## config.mk

```make
export PLATFORM = sky130hd
export DESIGN_NAME = fifo_param
export DESIGN_NICKNAME = d
export VERILOG_FILES = /design/src/rtl/fifo_param.sv
export SDC_FILE = /design/constraint.sdc
export NUM_CORES = 1
export LEC_CHECK = 0
export CAP_MARGIN = 30
export CORE_MARGIN = 2
export CORE_UTILIZATION = 45
export CTS_CLUSTER_DIAMETER = 80
export DETAILED_ROUTE_END_ITERATION = 7
export PLACE_DENSITY_LB_ADDON = 0.08
export REMOVE_ABC_BUFFERS = 1
export SLEW_MARGIN = 15
export SYNTH_ARGS = -nofsm -noshare
export SYNTH_HDL_FRONTEND = slang
export SYNTH_SLANG_ARGS = --single-unit
export TNS_END_PERCENT = 100
```

## constraint.sdc

```tcl
create_clock -name clk -period 3.28 [get_ports clk]
set_input_delay 0.656 -clock clk [delete_from_list [all_inputs] [get_ports clk]]
set_output_delay 0.656 -clock clk [all_outputs]
set_load 0.01 [all_outputs]
```

## src/rtl/fifo_param.sv

```systemverilog
// fifo_param
//   Parameterised synchronous FIFO built on a circular buffer.
//   It keeps an occupancy count, programmable almost-full and almost-empty
//   thresholds, and sticky overflow/underflow error flags.
//
// Ports
//   clk             in   sole clock, rising edge
//   reset_L         in   synchronous active-low reset (priority over all)
//   init            in   flush contents, clear errors, load thresholds
//   umbral_superior in   almost-full threshold (sampled while init=1)
//   umbral_inferior in   almost-empty threshold (sampled while init=1)
//   push, pop       in   write / read requests
//   data_in         in   write data
//   data_out        out  registered read data (1-cycle latency)
//   data_out_valid  out  high for one cycle after an accepted pop
//   full, empty, almost_full, almost_empty  out  status derived from fifo_count
//   fifo_count      out  occupancy 0..DEPTH
//   overflow_err, underflow_err  out  sticky error flags
module fifo_param #(
    parameter int unsigned DATA_WIDTH  = 12,
    parameter int unsigned DEPTH       = 8,
    parameter int unsigned ADDR_WIDTH  = 3,
    parameter int unsigned UMB_SUP_DEF = 6,
    parameter int unsigned UMB_INF_DEF = 1
) (
    input  logic                  clk,
    input  logic                  reset_L,
    input  logic                  init,
    input  logic [ADDR_WIDTH:0]   umbral_superior,
    input  logic [ADDR_WIDTH:0]   umbral_inferior,
    input  logic                  push,
    input  logic                  pop,
    input  logic [DATA_WIDTH-1:0] data_in,
    output logic [DATA_WIDTH-1:0] data_out,
    output logic                  data_out_valid,
    output logic                  full,
    output logic                  empty,
    output logic                  almost_full,
    output logic                  almost_empty,
    output logic [ADDR_WIDTH:0]   fifo_count,
    output logic                  overflow_err,
    output logic                  underflow_err
);

    localparam int unsigned CW = ADDR_WIDTH + 1;

    logic [DATA_WIDTH-1:0] mem [DEPTH];
    logic [ADDR_WIDTH-1:0] wr_ptr;
    logic [ADDR_WIDTH-1:0] rd_ptr;
    logic [CW-1:0]         thr_sup;
    logic [CW-1:0]         thr_inf;

    logic pop_ok;
    logic push_ok;

    // Flags come straight from the registered count so they are valid in
    // the same cycle as fifo_count.
    always_comb begin
        full         = (fifo_count == CW'(DEPTH));
        empty        = (fifo_count == '0);
        almost_full  = (fifo_count >= thr_sup);
        almost_empty = (fifo_count <= thr_inf);
    end

    // A push into a full FIFO is still accepted when a pop frees a slot
    // on the same edge.
    always_comb begin
        pop_ok  = pop & ~empty;
        push_ok = push & (~full | pop_ok);
    end

    // Storage is intentionally left out of reset.
    always_ff @(posedge clk) begin
        if (reset_L && !init && push_ok) begin
            mem[wr_ptr] <= data_in;
        end
    end

    always_ff @(posedge clk) begin
        if (!reset_L) begin
            wr_ptr         <= '0;
            rd_ptr         <= '0;
            fifo_count     <= '0;
            data_out       <= '0;
            data_out_valid <= 1'b0;
            overflow_err   <= 1'b0;
            underflow_err  <= 1'b0;
            thr_sup        <= CW'(UMB_SUP_DEF);
            thr_inf        <= CW'(UMB_INF_DEF);
        end else if (init) begin
            wr_ptr         <= '0;
            rd_ptr         <= '0;
            fifo_count     <= '0;
            data_out_valid <= 1'b0;
            overflow_err   <= 1'b0;
            underflow_err  <= 1'b0;
            thr_sup        <= umbral_superior;
            thr_inf        <= umbral_inferior;
        end else begin
            if (push_ok) begin
                wr_ptr <= wr_ptr + ADDR_WIDTH'(1);
            end

            if (pop_ok) begin
                data_out       <= mem[rd_ptr];
                rd_ptr         <= rd_ptr + ADDR_WIDTH'(1);
                data_out_valid <= 1'b1;
            end else begin
                data_out_valid <= 1'b0;
            end

            case ({push_ok, pop_ok})
                2'b10:   fifo_count <= fifo_count + CW'(1);
                2'b01:   fifo_count <= fifo_count - CW'(1);
                default: fifo_count <= fifo_count;
            endcase

            if (push && !push_ok) begin
                overflow_err <= 1'b1;
            end
            if (pop && empty) begin
                underflow_err <= 1'b1;
            end
        end
    end

endmodule
```

==> results of run 1 <==
worst max-delay path, delay by kind of cell, from the launching register on:
kind | cells | cell delay [ns]
AO/OA/AOI/OAI | 3 | 0.42
flip-flops | 1 | 0.61
buffers and inverters | 1 | 0.56
adder cells (fa/ha/maj) | 1 | 0.34
sequential cells by signal, indices dropped and copies added, names as in the netlist:
name            count
underflow_err       1
data_out           12
thr_inf             4
mem                96
wr_ptr              3
data_out_valid      1
thr_sup             4
overflow_err        1
fifo_count          4
rd_ptr              3
where the power goes:
part           switching (uW)  total, uW  internal (uW)
sequential               13.8       1790           1770
combinational             101        210            109
clock                     648       1800           1160
total                     763       3800           3040
worst max-delay path by stage:
stage / depth (start not counted) / to / from
final: 5 / almost_empty / fifo_count[2]$_SDFFE_PP0P_
after global routing: 5 / almost_empty / fifo_count[2]$_SDFFE_PP0P_
after CTS: 5 / almost_empty / fifo_count[2]$_SDFFE_PP0P_
after detailed placement: 9 / fifo_count[3]$_SDFFE_PP0P_ / pop
after global placement: 5 / mem[1][11]$_DFFE_PP_ / pop
after floorplan: 4 / mem[1][0]$_DFFE_PP_ / fifo_count[1]$_SDFFE_PP0P_
cells in the mapped netlist, types with 2 or more instances:
cell | instances | area (sq um)
edfxtp_1 | 96 | 2880
dfxtp_1 | 33 | 661
nand2_1 | 30 | 113
mux4_2 | 24 | 541
inv_1 | 14 | 52.6
nor2_1 | 13 | 48.8
ha_1 | 12 | 150
a22oi_1 | 11 | 82.6
mux2i_1 | 10 | 100
nor3_1 | 9 | 45.0
nor2b_1 | 8 | 50.1
nand2b_1 | 7 | 43.8
buf_2 | 6 | 30.0
clkbuf_1 | 5 | 18.8
a21o_1 | 4 | 30.0
a21oi_1 | 3 | 15.0
o21a_1 | 3 | 22.5
o21ai_0 | 3 | 15.0
xnor2_1 | 3 | 26.3
nand3_1 | 2 | 10.0
o211ai_1 | 2 | 15.0
o31a_1 | 2 | 17.5
or3_1 | 2 | 12.5
through the flow:
step	area, sq um	power, uW	hold WS [ns]	setup slack (ns)	util, %
after floorplan	5080	1920	0.444	0.906	-
after detailed placement	5950	2030	0.430	0.394	52.7
after CTS	6520	3850	0.440	0.245	57.8
after global routing	6520	3940	0.460	0.154	57.8
final	6520	3800	0.434	0.291	57.8
after global placement	5950	2030	0.427	0.439	52.7
cells by family (layout without fill, tap and decap cells):
family          Yosys count  count (layout)  share of synthesized area [%]
compound gates           34              34                           5.32
xor+xnor                  4               4                          0.681
mux                      34              34                           12.4
buf+inv                  28             116                           2.36
fa+ha+maj                13              13                           3.30
simple gates             76              76                           7.07
flops                   129             129                           68.8
layout make-up:
| type | instances | area, sq um |
|---|---|---|
| clock buffer | 23 | 468 |
| clock inverter | 9 | 106 |
| fill | 893 | 4750 |
| inverter | 14 | 52.6 |
| multi-input combinational | 161 | 1510 |
| sequential | 129 | 3540 |
| tap | 143 | 179 |
| timing repair buffer | 70 | 656 |
layout by cell type (no fill, tap or decap), drive strengths merged, types with 2 or more instances in the layout:
cell / count
nand2: 30
dfxtp: 33
a21oi: 3
nand3: 2
buf: 23
o21ai: 3
clkdlybuf4s50: 47
a21o: 4
clkinv: 4
bufinv: 2
a22oi: 11
nor2b: 8
o31a: 2
o21a: 3
o211ai: 2
inv: 15
ha: 12
xnor2: 3
nor2: 13
edfxtp: 96
mux2i: 10
nand2b: 7
or3: 2
clkbuf: 23
nor3: 9
clkinvlp: 2
mux4: 24
routing by layer:
metal / vias up / routed length (um) / share of wire [%] / global-route usage [%]
met1: 1382 / 4660 / 46 / 23.7
li1: 1369 / - / - / -
met2: 61 / 4990 / 49 / 29.2
met3: 6 / 401 / 4.0 / 4.21
met4: 0 / 74 / 0.73 / 6.50
met5: - / 0 / 0 / 0
==> results.md, run 1 <==
- Status: complete, no violations
- Seq/Total Area, Yosys: 68.8%
- Layout cell share with drive strength beyond 1: between 20% and 30%
- Reg-to-Reg End: fifo_count[3]$_SDFFE_PP0P_
- Critical path arrival: 2.33 ns
- Post-synthesis async set-or-reset flop share: 0%
- Clock sinks: between 100 and 150
- Post-CTS Resized: 0
- Routed WL per cell: about 18 um
- 1st-pass router iterations: 5
- Final TNS setup: 0 ns
- Final min period: between 2 and 3 ns
- Detailed Route WL: 10,100 um
- Worst Setup End Kind: output port
- Hold EP: data_out[2]$_SDFFE_PN0P_
- Final Hold Fails: 0
- Die width: 111 um
- Max Clk Rate: 335 MHz
- Period utilization: 91.1%
- Clock Tree Root: clkbuf_16
- RSZ-0062 raised after global routing: false
- R2r worst-path depth: 8
- Max Cap Viol: 0
- Residual DRC count: 0
- Layout net count: 431
- Post-synth EDFFs: 96
- Post-Syn Instances: roughly 320
- Row count: 39
- Finished Layout Cells: 549
- Leak Pwr: around 0.0023 uW
- Crit-path slowest cell: dfxtp_1
- CTS buffer count: 17
- Req. time, crit path: 2.62 ns
- Hpwl dp: approximately 6600 um
- Antenna-violating nets left: 0
- Area Growth Syn to Fin: 26.6%
- Port-buffer cells: 47
- Global-route wire length before repair: 16,400 um
- Avg Cell Area, Syn: 16.2 sq um
- Max clock buf depth: 2
- PwrDens: 583 nW/um^2
- Placed insts: roughly 520
- Final setup viols: 0
- Peak supply drop: between 300 and 400 uV
- CTS tree: built
- Htree depth: 4
- Worst slew pin tran: 0.766 ns
- Initial antenna violation count: 0
- Die Area: 12,300 sq um
- Core Box Area: 11,300 sq um
- Critical path cell sequence: ha_1, o21a_1, o21a_1, o21ai_0, clkdlybuf4s50_1
- Netlist cell types: 39
- Die Ht: 111 um
- Final Wtd Congestion: 0.741
- Vias in the first global route: 2,956
- Final Max Tran Viols: 0
- Synthesis Warnings: 0
- Setup Fix Bufs, Post-CTS: 0
- Post-synthesis register bit count: 129
- Initial DRC count: 163
- Synth Cell Area: roughly 5000 sq um
- Hold Crit Class: flip-flop to flip-flop
- Slew headroom: 48.8%
- Starting Density: 45.7%
- Top_reg_cell synth: edfxtp_1
- Grt ovf: 0
- Hold Path Stages: 2
- Crit path max fanout: 10
- I/O pin count: 48
- Most used cell, CP: o21a_1
- R2R setup slack: between 0.7 and 0.8 ns
- Crit-path max cell delay: 0.61 ns
- Hold wc startpoint: data_out[2]$_SDFFE_PN0P_
- Startpoint Class: flip-flop
- Critical path type: flip-flop to output port
- Hold-fix buffers at CTS: 0
- Global Route Usage Sum: 17.9%
- Clock Latency Late Sink: 0.40 ns
- Clock Skew: 0.00684 ns
- Routed vias: between 2,000 and 3,000
- Largest net degree at the start of global routing: 17
- Antenna Diode Count: 0
- Reg2Reg Launch Point: fifo_count[3]$_SDFFE_PP0P_
- Clk slew on worst S/H paths: 0.05 ns
- Via density: 5.13
No activity file was read; power rests on OpenSTA's default activity.
==> run 2, diff against run 1 <==
--- a/config.mk
+++ b/config.mk
@@ -9,6 +9,7 @@
 export CORE_MARGIN = 2
 export CORE_UTILIZATION = 45
 export CTS_CLUSTER_DIAMETER = 80
+export CTS_CLUSTER_SIZE = 8
 export DETAILED_ROUTE_END_ITERATION = 7
 export PLACE_DENSITY_LB_ADDON = 0.08
 export REMOVE_ABC_BUFFERS = 1
==> results of run 2 <==
No change in the layout: final DEF, timing and power equal those of run 1.
